===== config.mk =====
export PLATFORM = sky130hd
export DESIGN_NAME = program_sequencer
export DESIGN_NICKNAME = d
export VERILOG_FILES = /design/src/rtl/program_sequencer.sv
export SDC_FILE = /design/constraint.sdc
export NUM_CORES = 1
export LEC_CHECK = 0
export BUFFER_PORTS_ARGS = -buffer_cell sky130_fd_sc_hd__buf_2
export CAP_MARGIN = 5
export CORE_ASPECT_RATIO = 1.4
export CORE_MARGIN = 4
export CORE_UTILIZATION = 40
export DETAILED_ROUTE_END_ITERATION = 12
export GPL_TIMING_DRIVEN = 0
export HOLD_SLACK_MARGIN = 0.1
export PLACE_DENSITY = 0.69
export SKIP_LAST_GASP = 1
export SYNTH_ARGS = -nofsm -noshare
export SYNTH_HDL_FRONTEND = slang
export SYNTH_SLANG_ARGS = --single-unit

===== constraint.sdc =====
create_clock -name clk -period 2.6 [get_ports clk]
set_clock_uncertainty 0.05 [all_clocks]
set_input_delay 0.52 -clock clk [delete_from_list [all_inputs] [get_ports clk]]
set_output_delay 0.52 -clock clk [all_outputs]
set_load 0.01 [all_outputs]

===== src/rtl/program_sequencer.sv =====
`default_nettype none
// ============================================================================
// Module : program_sequencer
// Brief  : Replays a loaded 9-bit program onto the processor din bus in step
//          with its one-hot tick FSM; MOV_I consumes an extra immediate word.
// Rev    : 1.0
// ============================================================================
module program_sequencer #(
    parameter int DEPTH = 16,
    parameter int AW    = $clog2(DEPTH)
) (
    input  logic          clk,
    input  logic          rst,
    input  logic          load_en,
    input  logic          load_valid,
    input  logic [8:0]    load_data,
    input  logic          run,
    input  logic          loop_en,
    input  logic [3:0]    tick,
    output logic [8:0]    din,
    output logic [AW-1:0] pc,
    output logic [AW:0]   prog_len,
    output logic          halted,
    output logic          load_full,
    output logic          load_ovf
);

    localparam logic [1:0] c_idle = 2'd0;
    localparam logic [1:0] c_load = 2'd1;
    localparam logic [1:0] c_run  = 2'd2;
    localparam logic [1:0] c_halt = 2'd3;

    localparam logic [AW:0] c_depth = (AW+1)'(DEPTH);

    logic [8:0]    mem [DEPTH];
    logic [1:0]    r_state;
    logic [1:0]    w_next;
    logic [AW-1:0] r_pc;
    logic [AW:0]   r_wr_ptr;
    logic [AW:0]   r_prog_len;
    logic [8:0]    r_din;
    logic          r_ovf;

    logic          w_advance;
    logic [AW:0]   w_pc_inc;
    logic          w_in_range;
    logic          w_write;

    // Only exact one-hot tick values can trigger an advance.
    assign w_advance  = ((tick == 4'b0001) && (r_din[8:6] == 3'b111)) ||
                        (tick == 4'b1000);
    assign w_pc_inc   = {1'b0, r_pc} + {{AW{1'b0}}, 1'b1};
    assign w_in_range = (w_pc_inc < r_prog_len);
    assign w_write    = (r_state == c_load) && load_valid && (r_wr_ptr < c_depth);

    always_ff @(posedge clk) begin
        if (w_write) begin
            mem[r_wr_ptr[AW-1:0]] <= load_data;
        end
    end

    always_ff @(posedge clk or negedge rst) begin
        if (!rst) begin
            r_state <= c_idle;
        end else begin
            r_state <= w_next;
        end
    end

    always_comb begin
        w_next = r_state;
        case (r_state)
            c_idle: begin
                if (load_en) begin
                    w_next = c_load;
                end else if (run) begin
                    w_next = (r_prog_len == '0) ? c_halt : c_run;
                end
            end
            c_load: begin
                if (!load_en) begin
                    w_next = c_idle;
                end
            end
            c_run: begin
                if (!run) begin
                    w_next = c_idle;
                end else if (w_advance && !w_in_range && !loop_en) begin
                    w_next = c_halt;
                end
            end
            default: begin
                if (!run) begin
                    w_next = c_idle;
                end
            end
        endcase
    end

    always_ff @(posedge clk or negedge rst) begin
        if (!rst) begin
            r_pc       <= '0;
            r_wr_ptr   <= '0;
            r_prog_len <= '0;
            r_din      <= 9'h000;
            r_ovf      <= 1'b0;
        end else begin
            case (r_state)
                c_idle: begin
                    if (load_en) begin
                        r_wr_ptr <= '0;
                        r_ovf    <= 1'b0;
                    end else if (run) begin
                        r_pc  <= '0;
                        r_din <= (r_prog_len == '0) ? 9'h000 : mem[0];
                    end
                end
                c_load: begin
                    if (w_write) begin
                        r_wr_ptr <= r_wr_ptr + {{AW{1'b0}}, 1'b1};
                    end else if (load_valid) begin
                        r_ovf <= 1'b1;
                    end
                    if (!load_en) begin
                        r_prog_len <= r_wr_ptr + {{AW{1'b0}}, w_write};
                    end
                end
                c_run: begin
                    if (!run) begin
                        r_pc  <= '0;
                        r_din <= 9'h000;
                    end else if (w_advance) begin
                        if (w_in_range) begin
                            r_pc  <= w_pc_inc[AW-1:0];
                            r_din <= mem[w_pc_inc[AW-1:0]];
                        end else if (loop_en) begin
                            r_pc  <= '0;
                            r_din <= mem[0];
                        end else begin
                            r_din <= 9'h000;
                        end
                    end
                end
                default: begin
                    r_din <= 9'h000;
                end
            endcase
        end
    end

    always_comb begin
        din       = r_din;
        pc        = r_pc;
        prog_len  = r_prog_len;
        halted    = (r_state == c_halt);
        load_ovf  = r_ovf;
        load_full = (r_state == c_load) ? (r_wr_ptr == c_depth)
                                        : (r_prog_len == c_depth);
    end

endmodule
`default_nettype wire


* Word-level counts from Yosys, hierarchy flattened
Memory sizes are Yosys's and may differ from the RTL's.
Cells that the tools add are included.
W data, S select, Z words.
** Operators by class
- Muxes and demuxes :: 33
- Equal/unequal tests :: 20
- Divide/modulo/power cells :: 0
- Add/subtract/negate cells :: 3
- Reduce and logical (&&, ||, !) cells :: 18
- Multiply operators :: 0
- $lt $le $gt $ge :: 2
- Bitwise logic cells :: 2
- Shift operators :: 0
** Operators with widths (number)
- $mux W9 :: 7
- $pmux W9 S3 :: 1
- $mux W4 :: 6
- $ne A2 B2 Y1 const B :: 7
- $mux W2 :: 6
- $reduce_and A4 Y1 :: 3
- $eq A5 B5 Y1 const B :: 2
- $mux W5 :: 2
- $pmux W5 S2 :: 1
- $ne A3 B3 Y1 const B :: 3
- $pmux W4 S2 :: 1
- $mux W1 :: 7
- $pmux W2 S3 :: 1
- $add A4 B1 Y5 const B :: 1
- $add A5 B1 Y5 :: 1
- $add A5 B1 Y5 const B :: 1
- $logic_and A1 B1 Y1 :: 5
- $logic_not A5 Y1 :: 1
- $lt A5 B5 Y1 :: 1
- $lt A5 B5 Y1 const B :: 1
- $reduce_and A5 Y1 :: 1
- $eq A2 B2 Y1 const B :: 2
- $eq A4 B1 Y1 const B :: 1
- $eq A4 B4 Y1 const B :: 1
- 12 further kinds :: 15
** Storage, ports and cells
- Memories :: 1
- Output and inout bits :: 21
- Bits in writable memories :: 144
- ROM bits :: 0
- Bits in latches :: 0
- Word-level logic and storage cells :: 85
- Input port bits :: 19
- Register bits after elaboration :: 26
** Memories
- mem :: words 16, width 9, read ports 2, clocked after Yosys merged registers in 0, wr ports 1, line 35 : logic [8:0] mem [DEPTH];

* Longest topological paths before layout
Gate-level depths: netlist of run 1.
- Depth in word-level cells :: 8
- Gate-level depth with buffers :: 12
- Mapped depth without buffers :: 8

* Worst setup path after synthesis of run 1
OpenSTA, ideal clock, no wires.
- Path type :: reg-to-reg
- From :: register r_pc[0] (netlist: pc[0])
- To :: register r_din[0] (netlist: din[0])
- Data required time :: 2482 ps
- Library setup time :: 68 ps
- Period minus slack after synthesis :: 2838 ps
- Stages on the path, launching flop included :: 9
- Arrival :: 2720 ps
- Buffers on the path :: 0
- Setup slack :: -238 ps
- Cell sequence :: dfrtp_1 -> ha_1 -> xor2_2 -> ha_1 -> a21o_1 -> a21oi_1 -> a211o_1 -> a221oi_2 -> a221o_1
** Between the ends
- Word-level cells in the longest chain between the ends :: 6
- Elaborated cells between the ends (all ways) :: 7
- Classes of those cells :: add/sub: 1; order compare: 1; mux: 4; memory: 1
** Ends and longest elaborated chain
- start, declared :: line 38 : logic [AW-1:0] r_pc;
- start signal, assigned :: line 134 : r_pc <= w_pc_inc[AW-1:0];
- $add A4 B1 Y5 * :: line 52 : assign w_pc_inc = {1'b0, r_pc} + {{AW{1'b0}}, 1'b1};
- $mem_v2 Z16 W9 or $lt A5 B5 Y1 (tied branches)
- $mux W9 * :: line 133 : if (w_in_range) begin
- $mux W9 * :: line 132 : end else if (w_advance) begin
- $mux W9 * :: line 129 : if (!run) begin
- $pmux W9 S3 * :: line 108 : case (r_state)
- end signal, assigned :: line 115 : r_din <= (r_prog_len == '0) ? 9'h000 : mem[0];
- end signal, assigned :: line 135 : r_din <= mem[w_pc_inc[AW-1:0]];
- end signal, assigned :: line 138 : r_din <= mem[0];
- end, declared :: line 41 : logic [8:0] r_din;
Mark *: on every way between the ends. The rest lies on a longest branch, timed or not. The select of a mux whose other input is x is not followed.
A chain may end at the register's enable or synchronous reset.

* Worst setup path after layout of run 1
- From :: register r_state[1]
- To :: memory mem[13][0], enable pin
** Between the ends
- Word-level cells in the longest chain between the ends :: 5
** Ends and longest elaborated chain
- start, declared :: line 36 : logic [1:0] r_state;
- start signal, assigned :: line 64 : r_state <= c_idle;
- start signal, assigned :: line 66 : r_state <= w_next;
- $eq A2 B1 Y1 :: line 54 : assign w_write = (r_state == c_load) && load_valid && (r_wr_ptr < c_depth);
- $logic_and A1 B1 Y1 (2 in a row) :: line 54
- $mux W1 :: line 57 : if (w_write) begin
- $mux W1 (implied by the code) :: line 58 : mem[r_wr_ptr[AW-1:0]] <= load_data;
- end, declared :: line 35
No other way between the ends.

==> results by stage, run 1 <==
GRT:
- For this run the aggregate overflow at the end of global routing stands at 0.
- The maximum number of pins on one net before global-route repair is 27.
- The via count of the first global-routing pass is 3984.
- The met1 global-route usage is 18.6%.
- Across every metal layer, demand over resource in global routing totals 15.9%.
- The first-pass GRT wire length is 23.4 mm.
- After global routing, the most crowded layer is met2.
- The met2 track demand over resource in global routing is 29.3%.
- The routing usage on met3 is 3.00%.
- The initial antenna violation count came to 0.

Yosys:
- The leading register cell type out of synthesis is edfxtp_1.
- Synthesis inferred 170 register bits.
- The number of standard cells after synthesis is 371.
- The sequential share of the synthesized area is 70.4%.
- The proportion of netlist area held by the largest area contributor is 61.2%.
- The post-synthesis async set-or-reset flop share is 15.3%.
- For this run, the number of Yosys warnings is 0.
- Counting flops with a built-in enable in the synthesized netlist gives 144.
- The number of distinct library cells after synthesis is 48.
- The mapped netlist covers 7070 um^2.
- The biggest area contributor in the post-synthesis netlist is edfxtp_1.
- The net count after synthesis is 401.
- A synthesized cell averages 19.1 um^2.
- Ranked by total cell area, the synthesized netlist is headed by edfxtp_1, mux4_2, dfrtp_1, ha_1, a221o_1.

Pwr:
- For this design the static power due to leakage is 0.00299 uW.
- The completed layout was analyzed and its total power is 6730 uW.
- The power density of the placed cells is 780 nW/um^2.
- Across the VDD grid, the largest voltage drop is 0.452 mV.

Setup path:
- The largest stage delay on the critical path is 0.72 ns.
- The family with the most delay on the worst path is simple AND/OR/NAND/NOR gates.
- The critical path launch point type is a flop.
- The setup check on the worst reg-to-reg path leaves a slack of 0.02 ns.
- The critical path goes through clkbuf_1, nand2b_1, nor3b_4, nand3_1, nor2_1.
- The number of buffers and inverters on the critical path is 1.
- Data arrives at the worst endpoint at 2.57 ns.
- Among all stages on the critical path, the largest delay is contributed by nor2_1.
- The category of the critical setup timing path is flop to flop.
- The critical-path maximum fanout is 10.
- The nature of the critical path endpoint is a flop.
- For the worst setup path, the data required time is 2.59 ns.

Floorplan:
- The number of top-level pins is 40.
- Row generation in the floorplan step produced 57 rows.
- For this configuration, the core starts out at a cell density of 40.8%.
- The vertical die dimension is 165 um.
- The area of the core is 17300 um^2.
- The horizontal die dimension is 120 um.
- The die area is 19900 um^2.

STA:
- The aggregate negative setup slack is 0 ns.
- The upper clock frequency limit is 387 MHz.
- Setup violations remaining at the end of the flow were counted as 0.
- The final max-slew violation count was 0.
- The minimum period implied by the final worst setup slack is 2.58 ns.
- The fraction of the cycle the final worst path needs is 99.4%.
- The number of failing hold endpoints at the final stage is 0.
- Headroom to the max-slew limit came out at 42.7%.
- Setup repair after global routing could not meet its margin everywhere.
- The slew at the pin with the worst max-slew slack is 0.857 ns.
- On the final layout, the worst hold slack is 0.303 ns.

Clock network:
- The clock tree synthesis step divided the H-tree into 4 levels.
- After clock tree synthesis, the clock-pin slew on the worst setup and hold paths is 0.07 ns.
- The later pin in the worst-skew pair is clocked with a latency of 0.42 ns.
- The clock tree from TritonCTS is done.
- Counting along the longest clock path gives a buffer depth of 2.
- The clock sink count is 170.
- The clock root buffer is clkbuf_16.
- The number of clock buffers added by TritonCTS is 17.

Placement:
- Detailed placement ended at an HPWL of 9.74 mm.
- The number of I/O port buffers is 39.
- The final RePlAce weighted congestion is 0.840.
- The post-placement cell count is 647.

Cells and area:
- At the end of the flow the core is filled with cells to 49.8%.
- Compared with the post-synthesis result, the final layout area differs by 22.1%.
- For this run, the number of standard cells in the final layout without fillers is 696.
- The number of nets in the layout is 477.
- Leaving out fill and tap cells, the most frequent cell in the layout is edfxtp_1.
- In the layout the commonest cells are edfxtp_1, mux4_2, buf_2.
- 0 antenna diodes ended up in the layout.
- Of the cells placed in the final design, the portion with a size suffix greater than 1 is 36.3%.

Drt:
- In the routed layout, each cell is associated on average with a via count of 5.31.
- The wire length reported by the detailed router is 15.1 mm.
- The length of the first detailed-routing pass in iterations is 4.
- Dividing the detail-routed wire length by the instance count gives 21.6 um.
- Once detail routing completed, the nets flagged for antenna violations numbered 0.
- For this block, the via count after detailed routing is 3697.
- After detailed routing, the number of remaining DRC violations is 0.
- The initial DRC count is 338.

Hold path:
- The path type of the worst min-delay path is primary input to flop.

Run status:
- The run finished with clean final reports.

Job:
- The tool flagged a number of max-cap violations equal to 0.
[metal layers]
metal | vias up | wire length [um]
met5 | - | 0
met4 | 0 | 183
met3 | 13 | 533
met2 | 93 | 8550
met1 | 1920 | 5780
li1 | 1671 | -
[final timing paths]
kind,cells past startpoint,endpoint,startpoint
worst max-delay path,5,mem[13][0],r_state[1]
worst min-delay path,2,r_state[1],run
worst max register to register,5,mem[13][0],r_state[1]
worst min register to register,1,din[1],din[1]
max in group asynchronous,2,pc[1],rst
min in group asynchronous,2,r_state[0],rst
[timing repair]
action	in CTS	in global routing
gates resized for setup	33	15
hold buffers	1	0
hold endpoints to repair	4	0
setup endpoints to repair	146	46
cloned	1	0
buffers inserted	13	7
pin swaps	9	8
[kinds of logic (layout without fill, tap and decap cells)]
logic type      count (synthesis)  in the layout  synth area share, %
flops                         170            170                 70.4
simple gates                   71             71                 5.58
fa+ha+maj                      11             11                 1.95
buf+inv                        28            117                 2.02
mux                            51             51                 15.5
compound gates                 35             35                 3.88
xor+xnor                        5              5                0.726
[synthesized netlist by cell type, types with 6 or more instances]
cell type and instances:
a221o_1 11, and2_1 6, clkbuf_1 8, dfrtp_1 26
edfxtp_1 144, ha_1 11, inv_1 11, mux4_2 41
nand2_1 11, nand3_1 7, nor2_1 15, nor3b_1 10
o21ai_0 7
[area by class of cell]
class / instances / area, um^2
well taps: 236 / 295
clock inverters: 13 / 180
flip-flops and latches: 170 / 4980
clock buffers: 19 / 433
plain buffers: 15 / 181
inverters: 11 / 41.3
repair buffers: 59 / 389
multi-input cells: 173 / 2130
fillers: 1356 / 8700
[per-stage QoR]
step | area [um^2] | setup slack (ns)
after floorplan | 7130 | -0.0374
after global placement | 7620 | -0.977
after detailed placement | 7650 | -0.665
after CTS | 8600 | 0.00616
after global routing | 8630 | -0.114
final | 8630 | 0.0159
[power by group]
| part | switching (uW) | total, uW | internal (uW) |
|---|---|---|---|
| Sequential | 122 | 3250 | 3130 |
| Clock | 1080 | 2620 | 1540 |
| Combinational | 510 | 862 | 352 |
| Total | 1710 | 6730 | 5030 |
[worst reg2reg max path, cell delays in order (launching register included)]
cell      delay (ns)
dfrtp_1         0.36
clkbuf_1        0.21
nand2b_1        0.29
nor3b_4         0.34
nand3_1         0.23
nor2_1          0.72
[flip-flops by register name (all words and copies together), names as in the netlist]
name,count
r_state,2
mem,144
r_wr_ptr,5
din,9
pc,4
load_ovf,1
prog_len,5
Power figures use the tool's default switching activity.
==> inputs of run 2 (changes only) <==
--- a/config.mk
+++ b/config.mk
@@ -13,6 +13,7 @@
 export DETAILED_ROUTE_END_ITERATION = 12
 export GPL_TIMING_DRIVEN = 0
 export HOLD_SLACK_MARGIN = 0.1
+export MAX_ROUTING_LAYER = met4
 export PLACE_DENSITY = 0.69
 export SKIP_LAST_GASP = 1
 export SYNTH_ARGS = -nofsm -noshare
==> run 2 against run 1 <==
Against the previous run: design area unchanged; combinational power about the same; via count up 0.78%; largest power group unchanged.
==> results by stage, run 2 (synthesized netlist as in run 1, its figures left out) <==
GRT:
- The initial antenna violation count is 0.
- The via count of the first global-routing pass came to 3988.
- The first global-routing pass estimated 23.4 mm of wire.
- The maximum number of pins on one net before global-route repair is 27.
- Across every metal layer, demand over resource in global routing totals 16.4%.
- The total overflow left after global routing is 0.

Floorplan:
- From left edge to right edge, the die measures 120 um.
- The die area is 19900 um^2.
- The row count is 57.
- From bottom edge to top edge, the die measures 165 um.
- The number of top-level pins is 40.
- Once the floorplan was initialized, standard cells occupied 40.8% of the core.
- The area of the core is 17300 um^2.

Cells and area:
- The final antenna diode count is 0.
- The net count of the finished layout is 477.
- The register with the most flip-flops in the layout has 144 of them.
- The multi-input gate area in the final layout is 2130 um^2.
- In the final layout, the share of cells above drive strength 1 is 36.3%.
- From synthesis to final layout, the design area changed by 22.1%.
- Counting the fill cells in the layout gives 1356.
- The area used by sequential logic in the layout is 4980 um^2.
- The final core utilization is 49.8%.
- The most common cell after layout, fill and taps aside is edfxtp_1.
- In the layout the commonest cells are edfxtp_1, mux4_2, buf_2.

STA:
- Setup repair after global routing could not meet its margin everywhere.
- The slew at the pin with the worst max-slew slack is 0.858 ns.
- The upper clock frequency limit is 389 MHz.
- The headroom to the max-slew limit is 42.6%.
- The worst-case hold slack is 0.308 ns.
- After layout, the worst setup slack is 0.0264 ns.
- The worst path uses 99.0% of the clock period.
- The number of failing hold endpoints at the final stage is 0.
- The minimum period implied by the final worst setup slack is 2.57 ns.
- The final max-slew violation count is 0.
- The aggregate negative setup slack is 0 ns.
- The number of setup violations in the final report is 0.

Placement:
- In this run the tool buffered the top-level ports with 39 buffer cells.
- The final RePlAce weighted congestion is 0.853.
- The pre-CTS setup slack is -0.665 ns.
- Detailed placement finished with a half-perimeter wire length of 9.74 mm.

Hold path:
- The count of cells along the worst hold path is 2.
- The launch point of the worst hold path is run.
- The path class of the tightest hold or removal check is primary input to flop.
- The end of the worst hold path is r_state[1].

Setup path:
- Across all register-to-register paths, the minimum setup slack is 0.03 ns.
- The critical path data required time is 2.59 ns.
- In this run the worst path has a maximum fanout of 10.
- The nature of the critical path endpoint is a flop.
- The startpoint of the worst-slack reg-to-reg timing path is r_state[1].
- For the worst flop-to-flop path, the logic depth is 5.
- The critical path launch point type is a flop.
- The data arrival time of the critical path is 2.56 ns.
- The critical path is of the flop to flop type.
- The capture instance of the worst register-to-register path is mem[14][0].

Clock network:
- The clock slew seen by the registers of the worst setup and hold paths is 0.07 ns.
- The clock sink count is 170.
- The clock tree synthesis step divided the H-tree into 4 levels.
- The clock network latency to the later pin of the worst-skew pair is 0.42 ns.
- The number of clock buffers added by TritonCTS is 17.
- The clock tree from TritonCTS is done.
- The root buffer cell chosen for the clock tree is clkbuf_16.
- The clock passes through at most 2 buffers.

Job:
- The number of maximum-capacitance constraint violations is 0.

Pwr:
- The combinational power share is 12.8%.
- In this run the static leakage power is 0.00299 uW.
- Power spread over the standard cell area amounts to 781 nW/um^2.
- The peak supply drop is 0.447 mV.
- Cell internal power was estimated by the tool at 5030 uW.
- Sequential cells burn 48.3% of the power.
- For this design the total switching power over the nets is 1710 uW.
- Summing internal, switching and leakage power gives 6740 uW.
- The clock network fraction of design power is 38.9%.
- Net switching is 25.4% of the power.

Drt:
- The wire length reported by the detailed router is 15.1 mm.
- Dividing the detail-routed wire length by the instance count gives 21.7 um.
- The length of the first detailed-routing pass in iterations is 8.
- For this run, design rule violations remaining after detail routing come to 0.
- Across all layers, the routed design uses 3726 vias.
- The ratio of routed vias to standard cells is 5.35.
- The initial DRC count is 322.
- The remaining antenna violation count is 0.

Run status:
- The run finished with clean final reports.
run 2: cell counts in the layout (fill, tap and decap cells not counted):
Identical to the previous run, type by type.
run 2: layout make-up:
type | instances | share of cell area, %
well taps | 236 | 3.42
inverters | 11 | 0.479
flip-flops and latches | 170 | 57.7
clock inverters | 13 | 2.09
plain buffers | 15 | 2.10
repair buffers | 59 | 4.51
multi-input cells | 173 | 24.7
clock buffers | 19 | 5.02
run 2: worst max-delay path, stage by stage, from the launching register on:
cell and delay [ns]:
dfrtp_1 0.36, clkbuf_1 0.21, nand2b_1 0.29, nor3b_4 0.34, nand3_1 0.22, nor2_1 0.72
run 2: through the flow:
stage,instance area [um^2],cells
5_1_grt,8630,696
2_1_floorplan,7130,371
6_report,8630,696
4_1_cts,8600,692
3_5_place_dp,7650,647
3_3_place_gp,7620,646
run 2: power by group through the flow:
stage               combinational (uW)  sequential, uW  clock, uW
floorplan                          446            3310          0
global placement                   744            3280          0
detailed placement                 782            3290          0
CTS                                880            3250       2660
global route                       931            3280       2790
finish                             862            3260       2620
run 2: worst max path at each step:
stage / endpoint / slack [ns] / startpoint / cells after the start
final: mem[14][0] / 0.03 / r_state[1] / 5
after CTS: mem[15][1] / 0.006 / r_state[1] / 5
after global placement: mem[4][2] / -0.98 / r_state[0] / 6
after floorplan: mem[4][0] / -0.04 / r_state[0] / 6
after global routing: mem[13][0] / -0.11 / r_state[1] / 5
after detailed placement: mem[7][5] / -0.66 / r_state[0] / 7
run 2: what timing repair did:
item | CTS | global route
hold endpoints to repair | 4 | 0
gates cloned | 1 | 0
setup endpoints to repair | 146 | 46
setup buffers | 13 | 7
hold buffers | 1 | 0
pin swaps | 9 | 8
resized for setup | 33 | 15
run 2: metal layers:
| layer | share of wire [%] | vias up | track usage, % |
|---|---|---|---|
| met4 | 1.3 | 0 | 4.95 |
| met1 | 39 | 1936 | 18.7 |
| met3 | 3.2 | 13 | 3.51 |
| met2 | 57 | 102 | 29.3 |
| met5 | 0 | - | - |
| li1 | - | 1675 | - |
==> inputs of run 3 (changes only) <==
--- a/config.mk
+++ b/config.mk
@@ -11,10 +11,10 @@
 export CORE_MARGIN = 4
 export CORE_UTILIZATION = 40
 export DETAILED_ROUTE_END_ITERATION = 12
-export GPL_TIMING_DRIVEN = 0
+export GPL_TIMING_DRIVEN = 1
 export HOLD_SLACK_MARGIN = 0.1
 export MAX_ROUTING_LAYER = met4
-export PLACE_DENSITY = 0.69
+export PLACE_DENSITY = 0.64
 export SKIP_LAST_GASP = 1
 export SYNTH_ARGS = -nofsm -noshare
 export SYNTH_HDL_FRONTEND = slang
==> constraint.sdc (replaced) <==
create_clock -name clk -period 2.15 [get_ports clk]
set_clock_uncertainty 0.05 [all_clocks]
set_input_delay 0.43 -clock clk [delete_from_list [all_inputs] [get_ports clk]]
set_output_delay 0.43 -clock clk [all_outputs]
set_load 0.01 [all_outputs]
==> run 3 against run 2 <==
Against the previous run: the flow now finishes with violations (negative setup slack); sequential share of layout area fell by 0.24 points; combinational power rose by 31%; worst hold slack worse by 0.092 ns; largest power group unchanged; design area up 0.45%.
==> results by stage, run 3 (synthesized netlist as in run 1, its figures left out) <==
Run status:
- The flow ran to the end, but the final reports show violations.
- The final reports fail on negative setup slack.

Drt:
- The remaining antenna violation count is 0.
- The ratio of routed vias to standard cells is 5.41.
- The per-cell routed wire length is 21.3 um.
- The wire length reported by the detailed router is 15.0 mm.
- The initial DRC count is 374.
- The length of the first detailed-routing pass in iterations is 4.
- For this run, design rule violations remaining after detail routing come to 0.
- Detailed routing inserted a total of 3802 vias.

STA:
- Timing would allow up to 421 MHz.
- Measured against its own limit, the worst slew margin works out to 59.8%.
- The number of failing hold endpoints at the final stage is 0.
- Setup violations remaining at the end of the flow were counted as 13.
- Subtracting the final worst setup slack from the clock period gives 2.38 ns.
- Setup repair after global routing could not meet its margin everywhere.
- The fraction of the cycle the final worst path needs is 111%.
- The post-layout worst setup margin is -0.227 ns.
- The final max-slew violation count came to 0.
- At the pin with the least slew margin, the transition time is 0.604 ns.
- Final hold analysis gives a worst-case slack of 0.216 ns.

Cells and area:
- The repair_antennas step left the layout with diodes totalling 0.
- In the final layout, the share of cells above drive strength 1 is 39.6%.
- The final instance area is 8670 um^2.
- The number of nets in the layout is 484.
- The library cells used most frequently in the layout, excluding fill and tap cells, are edfxtp_1, mux4_2, buf_2.
- From synthesis to final layout, the design area changed by 22.6%.
- The flip-flop count of the largest register, all copies and words added is 144.
- The count of filler cells inserted in the layout is 1409.
- The library cell used most frequently in the layout, excluding fill and tap cells, is edfxtp_1.

Clock network:
- The number of H-tree levels is 4.
- The tree built by TritonCTS fans out to 170 sinks.
- Clock tree synthesis selected as its root buffer the cell clkbuf_16.
- TritonCTS created 17 clock buffers.
- Counting along the longest clock path gives a buffer depth of 2.
- Clock-pin slew was measured on the worst setup and hold paths at 0.07 ns.
- The clock tree from TritonCTS is done.
- The clock network latency to the later pin of the worst-skew pair is 0.42 ns.

Floorplan:
- For this configuration, the core starts out at a cell density of 40.8%.
- The row count is 57.
- The area of the core is 17300 um^2.
- In this run the horizontal extent of the chip is 120 um.
- The vertical die dimension is 165 um.
- The die area is 19900 um^2.
- The number of top-level pins is 40.

GRT:
- Global routing consumed, over all layers together, 16.2% of the routing resources.
- The total global routing overflow is 0.
- The initial antenna violation count was 0.
- The first global-routing pass estimated 23.1 mm of wire.
- Entering global routing, the biggest net connects 27 pins.
- The via count of the first global-routing pass is 3955.

Hold path:
- The path type of the worst min-delay path is primary input to flop.

Pwr:
- For this design the static power due to leakage is 0.00303 uW.
- For this design the total switching power over the nets is 2180 uW.
- VDD sags by at most 0.529 mV.
- The sequential share of power is 49.4%.
- Power spread over the standard cell area amounts to 927 nW/um^2.
- The overall power consumption is 8030 uW.
- The clock network is responsible for 36.5% of the overall power.
- Cell internal power was estimated by the tool at 5850 uW.
- The combinational power share is 14.0%.
- The switching part of the total is 27.1%.

Setup path:
- The worst setup path is launched from a flop.
- The critical-path maximum fanout is 15.
- The category of the critical setup timing path is flop to flop.
- The data arrival time of the critical path is 2.62 ns.
- At the worst endpoint, the required time is 2.40 ns.
- The nature of the critical path endpoint is a flop.

Placement:
- The instance area after placement is 7880 um^2.
- The sum of net half-perimeters after detailed placement is 10.2 mm.
- The count of buffers added on input and output ports is 39.
- At the placement stage, the worst setup path has a slack of -0.374 ns.
- The congestion estimate from routability-driven global placement came to 0.861.

Job:
- Across the run, the number of max-cap violations was 0.
run 3: final timing paths:
check	from	to	slack [ns]	depth (start not counted)
hold / removal	run	r_state[1]	0.22	2
hold reg to reg	mem[0][6]	din[6]	0.45	1
max in group asynchronous	rst	pc[0]	1.12	2
min in group asynchronous	rst	prog_len[3]	0.50	2
setup reg to reg	pc[0]	din[8]	-0.23	6
setup / recovery	pc[0]	din[8]	-0.23	6
run 3: worst max-delay path, cell delays in order, from the launching register on:
cell and delay, ns:
dfrtp_2 0.40, buf_6 0.17, buf_12 0.18, mux4_2 0.52
mux4_2 0.49, nor3b_2 0.17, a221o_1 0.25
run 3: layout make-up:
class | count | area [um^2] | area share (%)
Sequential cell | 170 | 4980 | 57.4
Multi-Input combinational cell | 173 | 2150 | 24.9
Timing Repair Buffer | 81 | 616 | 7.10
Clock buffer | 18 | 429 | 4.95
Tap cell | 236 | 295 | 3.41
Clock inverter | 14 | 153 | 1.76
Inverter | 11 | 41.3 | 0.476
run 3: metal layers:
layer | part of all wire, % | global-route usage [%]
met2 | 53 | 27.2
met5 | 0 | -
met3 | 4.0 | 3.78
met4 | 2.3 | 5.93
met1 | 41 | 19.4
run 3: metrics by stage:
stage	setup TNS, ns	instances	util, %
after floorplan	-5.84	371	-
after global placement	-3.64	665	45.5
after detailed placement	-4.13	665	45.5
after CTS	-3.15	701	49.6
after global routing	-3.73	703	50.0
final	-2.68	703	50.0
run 3: timing repair:
action	4_1_cts	5_1_grt
hold buffers	1	0
endpoints found under the hold margin	26	0
buffers inserted	2	2
gates cloned	1	0
endpoints found under the setup margin	13	27
pin swaps	4	3
resized for setup	14	14
run 3: power groups by stage:
stage	clock network [uW]	logic [uW]	registers [uW]
2_1_floorplan	0	571	4010
3_3_place_gp	0	1020	4020
3_5_place_dp	0	1030	4030
4_1_cts	3000	1060	3960
5_1_grt	3130	1240	4000
6_report	2930	1130	3970
